--- src/rtl/cpu_core_param.sv ---
// Multi-cycle parametrised CPU core: FETCH -> EXEC (-> MEM) with separate instruction/data ports.
// Latency: ALU/branch 2 cycles, LD/ST 3 cycles with zero wait states; each wait cycle adds one.
// Backpressure: i_req/d_req and their address/data are held stable until i_ready/d_ready.
module cpu_core_param #(
  parameter int                DATA_W    = 16,
  parameter int                ADDR_W    = 16,
  parameter int                REG_COUNT = 16,
  parameter logic [ADDR_W-1:0] RESET_PC  = '0
) (
  input  logic              clk,
  input  logic              rst,
  output logic [ADDR_W-1:0] i_addr,
  output logic              i_req,
  input  logic [15:0]       i_data,
  input  logic              i_ready,
  output logic [ADDR_W-1:0] d_addr,
  output logic [DATA_W-1:0] d_wdata,
  input  logic [DATA_W-1:0] d_rdata,
  output logic              d_req,
  output logic              d_we,
  input  logic              d_ready,
  output logic [2:0]        flags,
  output logic              halted
);

  typedef enum logic [1:0] {S_FETCH, S_EXEC, S_MEM, S_HALTED} state_t;

  localparam logic [3:0] OP_NOP = 4'h0, OP_ADD = 4'h1, OP_SUB = 4'h2, OP_AND = 4'h3;
  localparam logic [3:0] OP_OR  = 4'h4, OP_XOR = 4'h5, OP_NOT = 4'h6, OP_SHL = 4'h7;
  localparam logic [3:0] OP_SHR = 4'h8, OP_LDI = 4'h9, OP_LD  = 4'hA, OP_ST  = 4'hB;
  localparam logic [3:0] OP_CMP = 4'hC, OP_JMP = 4'hD, OP_BR  = 4'hE, OP_HLT = 4'hF;

  // Register indices at or above this limit read as zero and drop writes.
  localparam logic [4:0] REG_LIM = 5'(REG_COUNT);

  state_t            state, state_nxt;
  logic [ADDR_W-1:0] pc;
  logic [15:0]       ir;
  logic [DATA_W-1:0] regs [16];

  logic [3:0]        op, rd, ra, rb;
  logic [7:0]        imm8;
  logic [DATA_W-1:0] ra_val, rb_val, alu_res;
  logic              rd_ok, br_taken;
  logic [ADDR_W-1:0] pc_inc, br_off, br_tgt;
  logic [2:0]        cmp_flags;

  assign op   = ir[15:12];
  assign rd   = ir[11:8];
  assign ra   = ir[7:4];
  assign rb   = ir[3:0];
  assign imm8 = ir[7:0];

  assign ra_val = ({1'b0, ra} < REG_LIM) ? regs[ra] : '0;
  assign rb_val = ({1'b0, rb} < REG_LIM) ? regs[rb] : '0;
  assign rd_ok  = ({1'b0, rd} < REG_LIM);

  assign pc_inc = pc + ADDR_W'(1);
  assign br_off = ADDR_W'($signed(imm8));
  assign br_tgt = pc_inc + br_off;

  // {N,C,Z}: signed less-than, unsigned less-than, equality.
  assign cmp_flags = {($signed(ra_val) < $signed(rb_val)), (ra_val < rb_val), (ra_val == rb_val)};

  assign i_req   = (state == S_FETCH);
  assign i_addr  = pc;
  assign d_req   = (state == S_MEM);
  assign d_we    = (state == S_MEM) && (op == OP_ST);
  assign d_addr  = ADDR_W'(ra_val);
  assign d_wdata = rb_val;
  assign halted  = (state == S_HALTED);

  // ALU result for register-writing single-cycle opcodes.
  always_comb begin
    alu_res = '0;
    case (op)
      OP_ADD:  alu_res = ra_val + rb_val;
      OP_SUB:  alu_res = ra_val - rb_val;
      OP_AND:  alu_res = ra_val & rb_val;
      OP_OR:   alu_res = ra_val | rb_val;
      OP_XOR:  alu_res = ra_val ^ rb_val;
      OP_NOT:  alu_res = ~ra_val;
      OP_SHL:  alu_res = ra_val << 1;
      OP_SHR:  alu_res = ra_val >> 1;
      OP_LDI:  alu_res = DATA_W'(imm8);
      default: alu_res = '0;
    endcase
  end

  // Branch condition decode from the low three bits of rd.
  always_comb begin
    br_taken = 1'b0;
    case (rd[2:0])
      3'd0:    br_taken = 1'b1;
      3'd1:    br_taken = flags[0];
      3'd2:    br_taken = !flags[0];
      3'd3:    br_taken = flags[1];
      3'd4:    br_taken = !flags[1];
      3'd5:    br_taken = flags[2];
      3'd6:    br_taken = !flags[2];
      default: br_taken = 1'b0;
    endcase
  end

  // Next-state logic of the fetch/execute sequencer.
  always_comb begin
    state_nxt = state;
    case (state)
      S_FETCH: if (i_ready) state_nxt = S_EXEC;
      S_EXEC: begin
        if (op == OP_LD || op == OP_ST) state_nxt = S_MEM;
        else if (op == OP_HLT)          state_nxt = S_HALTED;
        else                            state_nxt = S_FETCH;
      end
      S_MEM:    if (d_ready) state_nxt = S_FETCH;
      default:  state_nxt = S_HALTED;
    endcase
  end

  // State register; reset abandons any outstanding request.
  always_ff @(posedge clk) begin
    if (rst) state <= S_FETCH;
    else     state <= state_nxt;
  end

  // PC, instruction register, register file and flags updates.
  always_ff @(posedge clk) begin
    if (rst) begin
      pc    <= RESET_PC;
      ir    <= '0;
      flags <= '0;
      for (int i = 0; i < 16; i++) regs[i] <= '0;
    end else begin
      case (state)
        S_FETCH: if (i_ready) ir <= i_data;
        S_EXEC: begin
          case (op)
            OP_ADD, OP_SUB, OP_AND, OP_OR, OP_XOR, OP_NOT, OP_SHL, OP_SHR, OP_LDI: begin
              if (rd_ok) regs[rd] <= alu_res;
              pc <= pc_inc;
            end
            OP_CMP: begin
              flags <= cmp_flags;
              pc    <= pc_inc;
            end
            OP_JMP:  pc <= ADDR_W'(ra_val);
            OP_BR:   pc <= br_taken ? br_tgt : pc_inc;
            OP_NOP:  pc <= pc_inc;
            default: pc <= pc;
          endcase
        end
        S_MEM: begin
          if (d_ready) begin
            if (op == OP_LD && rd_ok) regs[rd] <= d_rdata;
            pc <= pc_inc;
          end
        end
        default: pc <= pc;
      endcase
    end
  end

endmodule

--- config.mk ---
export PLATFORM = sky130hd
export DESIGN_NAME = cpu_core_param
export DESIGN_NICKNAME = d
export VERILOG_FILES = /design/src/rtl/cpu_core_param.sv
export SDC_FILE = /design/constraint.sdc
export NUM_CORES = 1
export LEC_CHECK = 0
export CAP_MARGIN = 20
export CORE_ASPECT_RATIO = 1.25
export CORE_MARGIN = 3
export CORE_UTILIZATION = 55
export DETAILED_ROUTE_END_ITERATION = 8
export HOLD_SLACK_MARGIN = 0.15
export PLACE_DENSITY = 0.74
export SLEW_MARGIN = 20
export SYNTH_ARGS = -nofsm -noshare
export SYNTH_HDL_FRONTEND = slang
export SYNTH_SLANG_ARGS = --single-unit
--- constraint.sdc ---
create_clock -name clk -period 11.05 [get_ports clk]
set_clock_uncertainty 0.15 [all_clocks]
set_input_delay 1.6575 -clock clk [delete_from_list [all_inputs] [get_ports clk]]
set_output_delay 1.6575 -clock clk [all_outputs]
set_load 0.1 [all_outputs]
==> key figures, run 1 <==
Run status
  • Status: completed

STA
  • Slew Limit Fails: 0
  • Final Setup Violations: 0
  • Hold Violations, Final: 0
  • Period utilization: 57.3%
  • Fmax achieved: 158 MHz
  • Setup_tns: 0 ns
  • Worst slew pin tran: 1.18 ns
  • RSZ-0062 raised after global routing: false
  • Worst slew margin: approximately a fifth
  • Minimum clock period: 6.33 ns

Yosys
  • Yosys reg bits: about 300
  • Synth Area in XOR/XNOR: 1.41%
  • Post-synthesis mux area share: 19.6%
  • Simple-Gate Fraction of Synth Area: 12.7%
  • Post-synthesis async set-or-reset flop share: 0%
  • Synthesis Warnings: 0
  • Post-Synth Adder-Cell Area: between 4 and 5%
  • Compound-Gate Fraction of Synth Area: 11.1%
  • Mapped Area: approximately 19000 µm²
  • Post-synth EDFFs: between 200 and 300
  • Largest family of logic cells by synthesized area: multiplexers
  • Register area share after synthesis: 46.1%
  • Synth Area per Inst: approximately 12 µm²
  • Mapped Cells: between 1500 and 2000
  • Synth cell types: 84
  • Ys flop type: edfxtp_1
  • Syn_nets: 1692

Flow run
  • Max cap viols: 0

Die
  • Die ar.: 36200 µm²
  • # rows: 74
  • Die height: 212 µm
  • Starting Density: 56.4%
  • I/O pins: 91
  • Core Region: about 33000 µm²
  • Die Wd: around 170 µm

Clock tree
  • TritonCTS clock tree: yes
  • Clock Path Buffers: 3
  • Clock Root Buffer: clkbuf_16
  • H-tree depth: 1
  • Clock sinks: 301
  • Resized cells post-CTS: 0
  • Clk_lat worst skew: between 0.5 and 0.6 ns
  • Num CTS Buffers: 31
  • Number of hold buffers added after CTS: 0
  • Clock-pin slew on the worst setup and hold paths: 0.07 ns
  • # Post-CTS Setup Buffers: 0

Route
  • Routed WL: 64.2 mm
  • Remaining antenna violation count: 0
  • DRC: 0
  • DR WL/cell: 31.0 µm
  • Initial drt markers: 1838
  • Vias after detailed routing: 14800
  • Via density: 7.17
  • Drt pass-1 iters: 6

Power and ir drop
  • P per Cell Area: 197 nW/µm²
  • Maximum vdd ir drop: 0.000121 V
  • Leakage power: 0.00722 µW

Min path
  • Worst Min Path Start: flags[1]
  • Hold path cells: 2
  • Hold Crit Class: register to register
  • Hold Path End: flags[1]

Worst setup path
  • Reg2reg end: regs[0][12]
  • CP Class: register to register
  • CP max-delay cell: a211oi_2
  • Slowest stage delay, CP: 0.90 ns
  • CP Data Arrival Time: 6.46 ns
  • Worst EP required: 11.19 ns
  • Startpoint types: register
  • CP Buf/Inv Count: 1
  • Worst-case reg-to-reg path depth: 12
  • Reg2Reg Setup Slack: around 4.7 ns
  • Worst setup EP type: register
  • Crit-path cells: buf_4, mux4_2, mux4_2, ha_1, fa_1, a21oi_1, o31ai_1, a211oi_1, a21oi_1, a221o_1, a211oi_2, nor2_1
  • Crit-path max FO: between 40 and 50
  • Top cell family by delay on the critical path: compound AO/OA/AOI/OAI gates

Cells and area
  • Share of cells above drive strength 1: approximately 18%
  • Layout Utilization: 63.5%
  • # diodes: 0
  • Area delta synth->final: 12.6%
  • Final net count: approximately 1700

Global route
  • First-pass GRT wire length: 93.8 mm
  • Vias in the first global route: 15100
  • GR Util All Layers: between 30% and 40%
  • Largest net degree at the start of global routing: 65
  • Grt total ovfl: 0
  • Initial antenna violation count: 0

Placed design
  • Detailed Place HPWL: 41.4 mm
  • # port buffers: 90
  • Routability cong.: 0.924
[report_power, final]
part,internal [µW],switching [µW]
Clock,679,468
Combinational,486,1110
Sequential,1290,87.4
Total,2460,1670
[sequential cells by signal, indices dropped and copies added, names as in the netlist, named ones only]
signal	count
regs	256
state	2
ir	16
flags	3
i_addr	16
[worst register-to-register path, cell delays in order (launching register included)]
cell and delay, ns:
dfxtp_4 0.60, buf_4 0.83, mux4_2 0.62, mux4_2 0.57, ha_1 0.26, fa_1 0.43, a21oi_1 0.25, o31ai_1 0.21
a211oi_1 0.45, a21oi_1 0.21, a221o_1 0.40, a211oi_2 0.90, nor2_1 0.17
[synth_stat cells, types with 4 or more instances]
master / instances / share of area (%)
buf_4: 7 / 0.28
nor3_1: 20 / 0.54
o2111ai_1: 6 / 0.28
o31ai_1: 6 / 0.24
a22oi_1: 21 / 0.85
and3_1: 12 / 0.40
mux4_2: 155 / 19
nor2b_1: 12 / 0.40
o21bai_1: 5 / 0.20
edfxtp_1: 256 / 41
nor2_1: 304 / 6.1
o21a_1: 4 / 0.16
nand2_1: 108 / 2.2
ha_1: 69 / 4.6
o21ai_0: 56 / 1.5
nand3b_1: 9 / 0.36
a21oi_1: 78 / 2.1
a221oi_1: 14 / 0.66
nor2_2: 10 / 0.34
a31oi_1: 4 / 0.13
a221o_1: 6 / 0.32
buf_6: 4 / 0.24
nor4_1: 8 / 0.27
buf_2: 19 / 0.51
xor2_1: 5 / 0.23
o221ai_1: 8 / 0.38
xnor2_1: 25 / 1.2
nand3_1: 24 / 0.64
a211oi_1: 6 / 0.24
mux2i_1: 10 / 0.54
nand4_1: 4 / 0.13
o22ai_1: 12 / 0.40
clkbuf_1: 76 / 1.5
dfxtp_1: 45 / 4.8
a221oi_2: 5 / 0.40
or3_1: 4 / 0.13
inv_1: 60 / 1.2
nand2b_1: 7 / 0.23
buf_1: 13 / 0.26
a21o_1: 7 / 0.28
o211ai_1: 10 / 0.40
[cells by family after synthesis]
logic type	after synthesis
xor+xnor	30
simple gates	542
flops	301
compound gates	289
fa+ha+maj	72
buf+inv	181
mux	169
[placed cells by master (no fill, tap or decap), types with 7 or more instances in the layout]
cell               n
nor2_1           303
edfxtp_1         256
mux4_2           155
nand2_1          102
clkdlybuf4s50_1   90
a21oi_1           78
ha_1              69
inv_1             60
o21ai_0           56
dfxtp_1           40
buf_4             39
clkbuf_16         31
xnor2_1           25
nand3_1           24
a22oi_1           21
nor3_1            19
a221oi_1          14
and3_1            12
nor2b_1           12
o22ai_1           12
nor2_2            11
mux2i_1           10
o211ai_1          10
nand3b_1           9
o221ai_1           8
clkinv_1           8
nand2b_1           7
a21o_1             7
bufinv_16          7
[through the flow]
step / hold WS (ns) / cell area [µm²] / worst slack, ns / power [µW] / cells
after floorplan: 0.316 / 18600 / 5.54 / 2560 / 1584
after global placement: 0.349 / 19800 / 4.92 / 2940 / 2009
after detailed placement: 0.363 / 19900 / 4.82 / 2970 / 2011
after CTS: 0.374 / 21000 / 4.69 / 4100 / 2068
after global routing: 0.415 / 21000 / 4.47 / 4260 / 2070
final: 0.376 / 21000 / 4.72 / 4130 / 2070
[routing by layer]
metal	share of wire [%]	GRT usage [%]
met3	11	5.94
met5	0	0
met2	50	60.7
met4	7.5	21.8
met1	32	41.8
[how the worst max path moves through the flow]
stage / startpoint / endpoint / slack [ns] / depth (start not counted)
final: register / regs[0][12] / 4.72 / 12
after global routing: register / d_addr[11] / 4.47 / 6
after CTS: register / d_addr[11] / 4.69 / 6
after detailed placement: register / regs[0][12] / 4.82 / 12
after global placement: register / regs[5][7] / 4.92 / 13
after floorplan: register / regs[6][15] / 5.54 / 16
[cell type report]
| type | instances | area, µm² |
|---|---|---|
| Tap cell | 418 | 523 |
| Inverter | 61 | 229 |
| Clock buffer | 32 | 779 |
| Multi-Input combinational cell | 1102 | 9320 |
| Clock inverter | 25 | 323 |
| Timing Repair Buffer | 131 | 1210 |
| Fill cell | 2486 | 12100 |
| Sequential cell | 301 | 8600 |
No activity file was read; power rests on OpenSTA's default activity.
==> run 2: changes to the inputs <==
Clock period 11.05 ns to 5.9 ns, I/O delays scaled along.
==> run 2 against run 1 <==
Net effect: critical path depth is 1 higher; maximum frequency is 14% higher; sequential power is 87% higher; wire length is 4.6% lower; die area stayed put; cell area is 0.15% lower; via count is 0.23% lower; core utilization is 0.095 points lower; highest routed layer unchanged; worst hold slack better by 0.0073 ns; final cell count is 0.87% higher.
==> key figures, run 2 (synthesis results as in run 1) <==
Global route
  • Initial antenna violation count: 0 (unchanged)
  • Vias in the first global route: 14700 (-2.2%)
  • GR Util All Layers: 33.7% (-1.7 points)
  • First-pass GRT wire length: 90.4 mm (-3.6%)
  • Largest net degree at the start of global routing: 50 (-23%)
  • Grt total ovfl: 0 (unchanged)

Route
  • Routed WL: 61.2 mm (-4.6%)
  • Remaining antenna violation count: 0 (unchanged)
  • Initial drt markers: 1976 (+7.5%)
  • Drt pass-1 iters: 6 (unchanged)
  • Via density: 7.09 (-1.1%)
  • DR WL/cell: 29.3 µm (-5.4%)
  • DRC: 0 (unchanged)
  • Vias after detailed routing: 14800 (-0.23%)

Cells and area
  • Share of cells above drive strength 1: 18.0% (+0.11 points)
  • Finished Cell Area: 21000 µm² (-0.15%)
  • Most frequent cells in the layout: 304 x nor2_1, 256 x edfxtp_1, 155 x mux4_2, 107 x nand2_1, 90 x clkdlybuf4s50_1
  • Max reg flops: 256 (unchanged)
  • Layout Utilization: 63.4% (-0.095 points)
  • Fillers: 2445 (-1.6%)
  • Register area: 8600 µm² (about the same)
  • Area taken by multi-input logic gates: 9300 µm² (-0.17%)
  • Final net count: 1755 (+1.1%)
  • Most common cell after layout, fill and taps aside: nor2_1
  • # diodes: 0 (unchanged)
  • Area delta synth->final: 12.4%
  • Biggest register: regs

Min path
  • Hold path cells: 2 (unchanged)
  • Hold Crit Class: register to register

Worst setup path
  • Reg2Reg Setup Slack: 0.36 ns (-4.37 ns)
  • CP Class: register to register
  • CP Data Arrival Time: 5.69 ns (-0.77 ns)
  • Worst setup EP type: register
  • Startpoint types: register
  • Crit-path max FO: 24 (-49%)
  • Worst-case reg-to-reg path depth: 13 (+1)
  • Worst EP required: 6.05 ns (-5.14 ns)

Power and ir drop
  • Maximum vdd ir drop: 0.000205 V (+69%)
  • Leakage power: 0.00723 µW (about the same)
  • P per Cell Area: 353 nW/µm² (+80%)
  • Tot Pwr: 7400 µW (+79%)

Die
  • Die height: 212 µm (unchanged)
  • Core Region: 33100 µm² (unchanged)
  • Die ar.: 36200 µm² (unchanged)
  • I/O pins: 91 (unchanged)
  • # rows: 74 (unchanged)
  • Starting Density: 56.4% (unchanged)
  • Die Wd: 171 µm (unchanged)

Clock tree
  • # Post-CTS Setup Buffers: 0 (unchanged)
  • TritonCTS clock tree: yes
  • H-tree depth: 1 (unchanged)
  • Clock sinks: 301 (unchanged)
  • Clock Path Buffers: 3 (unchanged)
  • Clock-pin slew on the worst setup and hold paths: 0.07 ns (about the same)
  • Clock Root Buffer: clkbuf_16
  • Resized cells post-CTS: 0 (unchanged)
  • Num CTS Buffers: 29 (-6.5%)
  • Number of hold buffers added after CTS: 0 (unchanged)
  • Clk_lat worst skew: 0.58 ns (about the same)

STA
  • Worst slew pin tran: 1.14 ns (-0.0396 ns)
  • Period utilization: 93.9% (+37 points)
  • Slew Limit Fails: 0 (unchanged)
  • Setup_tns: 0 ns (unchanged)
  • Hold Violations, Final: 0 (unchanged)
  • Minimum clock period: 5.54 ns (-0.784 ns)
  • Worst slew margin: 24.0% (+2.6 points)
  • Final Setup Violations: 0 (unchanged)
  • Final worst slack: 0.357 ns (-4.37 ns)
  • Fmax achieved: 180 MHz (+14%)
  • RSZ-0062 raised after global routing: false

Placed design
  • Detailed Place HPWL: 41.3 mm (-0.28%)
  • Pre-CTS WS: 0.457 ns (-4.36 ns)
  • # port buffers: 90 (unchanged)
  • DP Area: 20100 µm² (+0.98%)
  • Routability cong.: 0.978 (+5.8%)

Run status
  • Status: completed

Flow run
  • Max cap viols: 0 (unchanged)
## run 2: cell count changes in the layout (fill, tap and decap cells not counted), moves of 4 or more
cell | before | now
clkinv_1 | 8 | 12
nand2_1 | 102 | 107
bufinv_16 | 7 | 2
buf_4 | 39 | 59
nand2_2 | 6 | 1
## run 2: report_power, final
part	switching (µW)	internal, µW
Sequential	158	2420
Clock	823	986
Combinational	2070	942
Total	3050	4350
## run 2: final timing paths
path         startpoint            to
min               ir[8]         ir[8]
max            register  regs[14][15]
min reg2reg       ir[8]         ir[8]
max reg2reg    register  regs[14][15]
## run 2: stage by stage
| step | cells | hold WS (ns) |
|---|---|---|
| 5_1_grt | 2088 | 0.417 |
| 3_3_place_gp | 2033 | 0.351 |
| 2_1_floorplan | 1584 | 0.316 |
| 6_report | 2088 | 0.383 |
| 4_1_cts | 2087 | 0.376 |
| 3_5_place_dp | 2033 | 0.355 |
## run 2: layout make-up
| class | count | share of cell area, % |
|---|---|---|
| sequential | 301 | 41.0 |
| inverter | 61 | 1.09 |
| clock inverter | 21 | 0.734 |
| tap | 418 | 2.50 |
| clock buffer | 33 | 3.53 |
| timing repair buffer | 152 | 6.70 |
| multi-input combinational | 1102 | 44.4 |
## run 2: metal layers
layer  track usage (%)  routed length [µm]
met5                 0                   0
met4              21.1                4650
met3              5.83                6500
met2              57.6               30300
met1              39.6               19700
## run 2: critical path, cell delays in order (launching register included)
cell	delay [ns]
dfxtp_4	0.67
buf_12	0.26
mux4_2	0.52
mux4_2	0.58
inv_1	0.17
ha_1	0.22
nor3_1	0.07
a211o_1	0.28
a221o_1	0.39
a221oi_2	0.46
o21ai_0	0.25
a2111o_1	0.47
a22oi_2	0.61
nor2_1	0.11
